**src/rtl/seg_scan_pkg.sv**
```systemverilog
// Shared symbol codes, scan FSM states and 7-segment patterns for the scan-capture block.
package seg_scan_pkg;

    localparam logic [4:0] CODE_BLANK = 5'h10;
    localparam logic [4:0] CODE_R     = 5'h11;
    localparam logic [4:0] CODE_O     = 5'h12;
    localparam logic [4:0] CODE_DASH  = 5'h13;
    localparam logic [4:0] CODE_UNK   = 5'h1F;

    typedef enum logic [1:0] {
        S_WAIT   = 2'd0,
        S_SETTLE = 2'd1,
        S_HOLD   = 2'd2
    } scan_state_t;

    // Lit-segment patterns, gfedcba, active-high.
    localparam logic [6:0] PAT_BLANK = 7'h00;
    localparam logic [6:0] PAT_R     = 7'h50;
    localparam logic [6:0] PAT_O     = 7'h5C;
    localparam logic [6:0] PAT_DASH  = 7'h40;

    // Element i is the pattern for hex digit i.
    localparam logic [15:0][6:0] HEX_PAT = {
        7'h71, 7'h79, 7'h5E, 7'h39, 7'h7C, 7'h77, 7'h6F, 7'h7F,
        7'h07, 7'h7D, 7'h6D, 7'h66, 7'h4F, 7'h5B, 7'h06, 7'h3F
    };

endpackage

```
**src/rtl/seg7_pattern_decode.sv**
```systemverilog
// Combinational 7-segment decode: active-low segment pattern to 5-bit symbol code.
module seg7_pattern_decode
    import seg_scan_pkg::*;
(
    input  logic [6:0] seg_n,
    output logic [4:0] code
);

    logic [6:0] lit;
    assign lit = ~seg_n;

    always_comb begin
        code = CODE_UNK;
        case (lit)
            PAT_BLANK: code = CODE_BLANK;
            PAT_R:     code = CODE_R;
            PAT_O:     code = CODE_O;
            PAT_DASH:  code = CODE_DASH;
            default:   ;
        endcase
        for (int i = 0; i < 16; i++) begin
            if (lit == HEX_PAT[i]) begin
                code = 5'(i);
            end
        end
    end

endmodule

```
**src/rtl/seg_scan_capture.sv**
```systemverilog
// Captures a scanned 4-digit 7-segment bus back into symbol frames on a valid/ready port.
// Optional: define SEG_SCAN_CHANGE_ONLY_EN to suppress frames identical to the last one emitted.
module seg_scan_capture
    import seg_scan_pkg::*;
#(
    parameter int SETTLE  = 3,
    parameter int TIMEOUT = 50000
) (
    input  logic        clk0,
    input  logic        rst_n,
    input  logic [3:0]  digitos,
    input  logic [6:0]  segments,
    input  logic        frame_ready,
    output logic        frame_valid,
    output logic [19:0] frame_data,
    output logic        overflow,
    output logic [7:0]  glitch_cnt,
    output logic        scan_stall
);

    localparam int              SW        = $clog2(TIMEOUT + 1);
    localparam logic [SW-1:0]   TIMEOUT_C = SW'(TIMEOUT);
    localparam logic [3:0]      SETTLE_C  = 4'(SETTLE);

    logic [3:0]    dig_s1_reg, dig_s2_reg, dig_prev_reg;
    logic [6:0]    seg_s1_reg, seg_s2_reg;
    logic [7:0]    glitch_cnt_reg;
    logic [SW-1:0] stall_cnt_reg;
    scan_state_t   state_reg, state_next;
    logic [3:0]    settle_reg, settle_next;
    logic [1:0]    cur_idx_reg, cur_idx_next;
    logic [3:0]    seen_reg, seen_next;
    logic [19:0]   frame_new, shadow_reg, frame_data_reg;
    logic          frame_valid_reg, pending_reg, overflow_reg;
    logic          one_hot, glitch, capture, complete_raw, complete, accept;
    logic [1:0]    idx_now;
    logic [4:0]    code_now;

    always_ff @(posedge clk0 or negedge rst_n) begin
        if (!rst_n) begin
            dig_s1_reg   <= 4'hF;
            dig_s2_reg   <= 4'hF;
            dig_prev_reg <= 4'hF;
            seg_s1_reg   <= 7'h7F;
            seg_s2_reg   <= 7'h7F;
        end else begin
            dig_s1_reg   <= digitos;
            dig_s2_reg   <= dig_s1_reg;
            dig_prev_reg <= dig_s2_reg;
            seg_s1_reg   <= segments;
            seg_s2_reg   <= seg_s1_reg;
        end
    end

    always_comb begin
        one_hot = 1'b1;
        idx_now = 2'd0;
        case (dig_s2_reg)
            4'b1110: idx_now = 2'd0;
            4'b1101: idx_now = 2'd1;
            4'b1011: idx_now = 2'd2;
            4'b0111: idx_now = 2'd3;
            default: one_hot = 1'b0;
        endcase
    end

    // Multi-low enables count as glitches and are otherwise treated as blanking.
    assign glitch = !one_hot && (dig_s2_reg != 4'hF);

    always_comb begin
        state_next   = state_reg;
        settle_next  = settle_reg;
        cur_idx_next = cur_idx_reg;
        capture      = 1'b0;
        case (state_reg)
            S_WAIT: begin
                if (one_hot) begin
                    cur_idx_next = idx_now;
                    settle_next  = 4'd1;
                    if (SETTLE == 1) begin
                        capture    = 1'b1;
                        state_next = S_HOLD;
                    end else begin
                        state_next = S_SETTLE;
                    end
                end
            end
            S_SETTLE: begin
                if (!one_hot || idx_now != cur_idx_reg) begin
                    state_next = S_WAIT;
                end else begin
                    settle_next = settle_reg + 4'd1;
                    if (settle_reg + 4'd1 == SETTLE_C) begin
                        capture    = 1'b1;
                        state_next = S_HOLD;
                    end
                end
            end
            S_HOLD: begin
                if (!one_hot || idx_now != cur_idx_reg) begin
                    state_next = S_WAIT;
                end
            end
            default: state_next = S_WAIT;
        endcase
    end

    seg7_pattern_decode u_decode (
        .seg_n (seg_s2_reg),
        .code  (code_now)
    );

    genvar gi;
    generate
        for (gi = 0; gi < 4; gi++) begin : g_slot
            logic [4:0] slot_reg;
            logic       hit;
            assign hit = capture && (idx_now == 2'(gi));
            assign frame_new[gi*5 +: 5] = hit ? code_now : slot_reg;
            always_ff @(posedge clk0 or negedge rst_n) begin
                if (!rst_n) begin
                    slot_reg <= '0;
                end else if (hit) begin
                    slot_reg <= code_now;
                end
            end
        end
    endgenerate

    assign complete_raw = capture && ((seen_reg | ~dig_s2_reg) == 4'hF);
    assign seen_next    = complete_raw ? 4'h0 : (capture ? (seen_reg | ~dig_s2_reg) : seen_reg);

`ifdef SEG_SCAN_CHANGE_ONLY_EN
    logic emitted_reg;
    always_ff @(posedge clk0 or negedge rst_n) begin
        if (!rst_n) begin
            emitted_reg <= 1'b0;
        end else if (complete) begin
            emitted_reg <= 1'b1;
        end
    end
    assign complete = complete_raw && !(emitted_reg && (frame_new == frame_data_reg));
`else
    assign complete = complete_raw;
`endif

    assign accept = frame_valid_reg && frame_ready;

    always_ff @(posedge clk0 or negedge rst_n) begin
        if (!rst_n) begin
            state_reg       <= S_WAIT;
            settle_reg      <= 4'd0;
            cur_idx_reg     <= 2'd0;
            seen_reg        <= 4'h0;
            glitch_cnt_reg  <= 8'd0;
            stall_cnt_reg   <= '0;
            shadow_reg      <= '0;
            frame_data_reg  <= '0;
            frame_valid_reg <= 1'b0;
            pending_reg     <= 1'b0;
            overflow_reg    <= 1'b0;
        end else begin
            state_reg   <= state_next;
            settle_reg  <= settle_next;
            cur_idx_reg <= cur_idx_next;
            seen_reg    <= seen_next;
            if (glitch && glitch_cnt_reg != 8'hFF) begin
                glitch_cnt_reg <= glitch_cnt_reg + 8'd1;
            end
            if (dig_s2_reg != dig_prev_reg) begin
                stall_cnt_reg <= '0;
            end else if (stall_cnt_reg != TIMEOUT_C) begin
                stall_cnt_reg <= stall_cnt_reg + SW'(1);
            end
            if (complete) begin
                shadow_reg <= frame_new;
                if (pending_reg && accept) begin
                    // Older pending frame goes out first; the new one stays pending.
                    frame_data_reg <= shadow_reg;
                end else if (!frame_valid_reg || accept) begin
                    frame_data_reg  <= frame_new;
                    frame_valid_reg <= 1'b1;
                end else begin
                    pending_reg <= 1'b1;
                    if (pending_reg) begin
                        overflow_reg <= 1'b1;
                    end
                end
            end else if (accept) begin
                if (pending_reg) begin
                    frame_data_reg <= shadow_reg;
                    pending_reg    <= 1'b0;
                end else begin
                    frame_valid_reg <= 1'b0;
                end
            end
        end
    end

    assign frame_valid = frame_valid_reg;
    assign frame_data  = frame_data_reg;
    assign overflow    = overflow_reg;
    assign glitch_cnt  = glitch_cnt_reg;
    assign scan_stall  = (stall_cnt_reg == TIMEOUT_C);

endmodule

```
**config.mk**
```make
export PLATFORM = sky130hd
export DESIGN_NAME = seg_scan_capture
export DESIGN_NICKNAME = d
export VERILOG_FILES = /design/src/rtl/seg_scan_pkg.sv /design/src/rtl/seg7_pattern_decode.sv /design/src/rtl/seg_scan_capture.sv
export SDC_FILE = /design/constraint.sdc
export NUM_CORES = 1
export LEC_CHECK = 0
export ABC_AREA = 1
export CORE_MARGIN = 1.5
export CORE_UTILIZATION = 35
export CTS_BUF_LIST = sky130_fd_sc_hd__clkbuf_8
export DETAILED_ROUTE_END_ITERATION = 7
export PLACE_DENSITY = 0.5
export SKIP_LAST_GASP = 1
export SLEW_MARGIN = 20
export SYNTH_ARGS = -nofsm -noshare
export SYNTH_HDL_FRONTEND = slang
export SYNTH_HIERARCHICAL = 1
export SYNTH_SLANG_ARGS = --single-unit
```
**constraint.sdc**
```tcl
create_clock -name clk0 -period 4.09 [get_ports clk0]
set_input_delay 0.818 -clock clk0 [delete_from_list [all_inputs] [get_ports clk0]]
set_output_delay 0.818 -clock clk0 [all_outputs]
set_load 0.03 [all_outputs]
```
==> summary.txt <==
Outcome -> finished, final reports clean
Ys Warns -> 6
Synth-to-layout area growth -> 17.9%
Total CTS buffers -> 17
Switching share of total power -> 0.269
Clock slew at reported path FFs -> 0.07 ns
Async set-reset flop share out of synthesis -> 1.00
Post-synthesis sequential area ratio -> 0.553
CTS H-tree depth -> 4
Syn Inst Count -> 663
Slew Limit Fails -> 0
Tot GR Track Use -> 0.160
Unique masters post-synth -> 36
RSZ-0062 raised after global routing -> no
CTS tree -> built
Number of synthesized flops with an enable pin -> 0
DRC violations left -> 0
Reg power frac -> 0.501
Switch Pwr -> 737 uW
Vias per cell -> 4.72
Starting Density -> 0.358
Worst setup margin -> 0.920 ns
Crit-path max cell delay -> 0.67 ns
Worst setup SP type -> flop
Max-Cap Viols -> 0
Most frequent cells in the layout -> 185 x nand2_1, 99 x dfrtp_1, 68 x inv_1
Worst Setup End Kind -> output port
Chip Height -> 131 um
Total power -> 2.74 mW
Synthesized area per cell -> 8.62 um^2
Starting DRC count in detailed routing -> 313
Critical path's top delay family -> buffers and inverters
Synth area leader -> dfrtp_1
Gpl congestion -> 0.847
CP Class -> reg2out
Total wire length -> 12,100 um
Maximum vdd drop -> 0.000329 V
Post-synth top flop -> dfrtp_1
Fin crit share -> 0.775
Fillers -> 1,602
FMAX -> 315 MHz
Internal -> 2.00 mW
Placed Area -> 6370 um^2
Clk_skew -> 0.0155 ns
HPWL Detailed -> 8320 um
Cts hold-fix bufs -> 0
Post-layout net count -> 732
Setup TNS -> 0 ns
1st-pass router iterations -> 5
Largest net degree at the start of global routing -> 71
IO Pins -> 45
Mapped cell area -> 5720 um^2
Worst Path Arrival -> 2.35 ns
Worst-Skew Late Latency -> 0.44 ns
Most common cell after layout, fill and taps aside -> nand2_1
Hold WS -> 0.346 ns
Diode count -> 0
Area contributors post-synth -> dfrtp_1 43%, nand2_1 12%, dfstp_2 12%, nand3_1 5.6%, inv_1 4.1%
Worst path bufs/invs -> 4
Resize count post-CTS -> 0
Die X -> 131 um
Layout cells sized above 1 -> 0.125
Clk sink count -> 125
PwrDens -> 406 nW/um^2
I/O Buffers -> 44
Relative slew margins -> 0.396
Synthesized flop and latch total -> 125
Hold Violations, Final -> 0
Global-route wire length before repair -> 21,100 um
Final setup fails -> 0
Initial antenna violation count -> 0
LEAKAGE -> 3.29 nW
Routed via count -> 4,442
Core area -> 15,900 um^2
Crit-path cells -> inv_1 > ha_1 > inv_1 > nor4_1 > nand2_1 > inv_1 > clkdlybuf4s50_1
Finished Core Util -> 0.423
CTS max path bufs -> 2
Slowest CP cell -> clkdlybuf4s50_1
Synth top area share -> 0.433
Syn nets -> 682
Wire length per cell -> 12.8 um
Post-route ant nets -> 0
Cell row count -> 46
Placed Instances -> 910
Combinational share of power -> 0.126
Overflow left after global routing -> 0
Final min period -> 3.17 ns
Clock group share of total power -> 0.372
Worst Tran Pin Value -> 0.898 ns
Post-CTS Setup Repair Bufs -> 0
Hold Path Class -> reg2reg
DP Worst Slack -> 1.27 ns
Die ar. -> 17,100 um^2
Vias in the first global route -> 4,467
Top cell by count, worst path -> inv_1
Final Instance Area -> 6740 um^2
Crit-path max FO -> 5
Fin cells -> 942
Root buffer cell -> clkbuf_8
Worst path required time -> 3.27 ns
-- kinds of logic (layout without fill, tap and decap cells) --
logic type / count (synthesis) / count (layout) / synth area share
AOI/OAI and AO/OA: 60 / 60 / 0.0576
muxes: 1 / 1 / 0.00197
adders and majority gates: 5 / 5 / 0.0109
buffers and inverters: 95 / 158 / 0.0694
and+or+nand+nor: 365 / 365 / 0.289
DFF: 125 / 125 / 0.553
xor gates and xnor gates: 12 / 12 / 0.0184
-- final timing paths --
kind | start | to | slack [ns] | cells after the start
worst max-delay path | stall_cnt_reg[0] | scan_stall | 0.92 | 7
worst min-delay path | seg_s1_reg[3] | seg_s2_reg[3] | 0.35 | 0
worst max register to register | dig_s2_reg[2] | frame_data[5] | 1.29 | 13
worst min register to register | seg_s1_reg[3] | seg_s2_reg[3] | 0.35 | 0
max in group asynchronous | rst_n | seg_s1_reg[4] | 2.73 | 2
min in group asynchronous | rst_n | stall_cnt_reg[15] | 0.51 | 1
-- per-layer routing --
| layer | wire length (um) | share of wire | GRT usage |
|---|---|---|---|
| met5 | 0 | 0 | 0 |
| met4 | 130 | 0.011 | 0.0659 |
| met3 | 518 | 0.043 | 0.0505 |
| met2 | 5520 | 0.46 | 0.242 |
| met1 | 5930 | 0.49 | 0.214 |
-- power groups by stage --
stage	Clock, mW	Combinational, mW	Sequential, mW
after global placement	0	0.347	1.39
after CTS	1.07	0.352	1.37
after detailed placement	0	0.351	1.39
after floorplan	0	0.141	1.45
final	1.02	0.346	1.37
after global routing	1.12	0.390	1.38
-- area by class of cell --
| type | count | area [um^2] | area share |
|---|---|---|---|
| Clock buffer | 19 | 262 | 0.0388 |
| Clock inverter | 13 | 109 | 0.0161 |
| Inverter | 76 | 285 | 0.0423 |
| Multi-Input combinational cell | 443 | 2160 | 0.320 |
| Sequential cell | 125 | 3160 | 0.469 |
| Tap cell | 216 | 270 | 0.0401 |
| Timing Repair Buffer | 50 | 495 | 0.0735 |
-- synth_stat cells (all sizes together) (3+ instances only) --
| cell type | number |
|---|---|
| nand2 | 191 |
| dfrtp | 99 |
| inv | 75 |
| nand3 | 68 |
| nor2 | 54 |
| o21ai | 36 |
| nand4 | 35 |
| dfstp | 26 |
| a21oi | 16 |
| buf | 16 |
| nor3 | 11 |
| xnor2 | 6 |
| xor2 | 6 |
| ha | 5 |
| nor4 | 4 |
| o21a | 4 |
| clkbuf | 3 |
No activity file was read; power rests on OpenSTA's default activity.
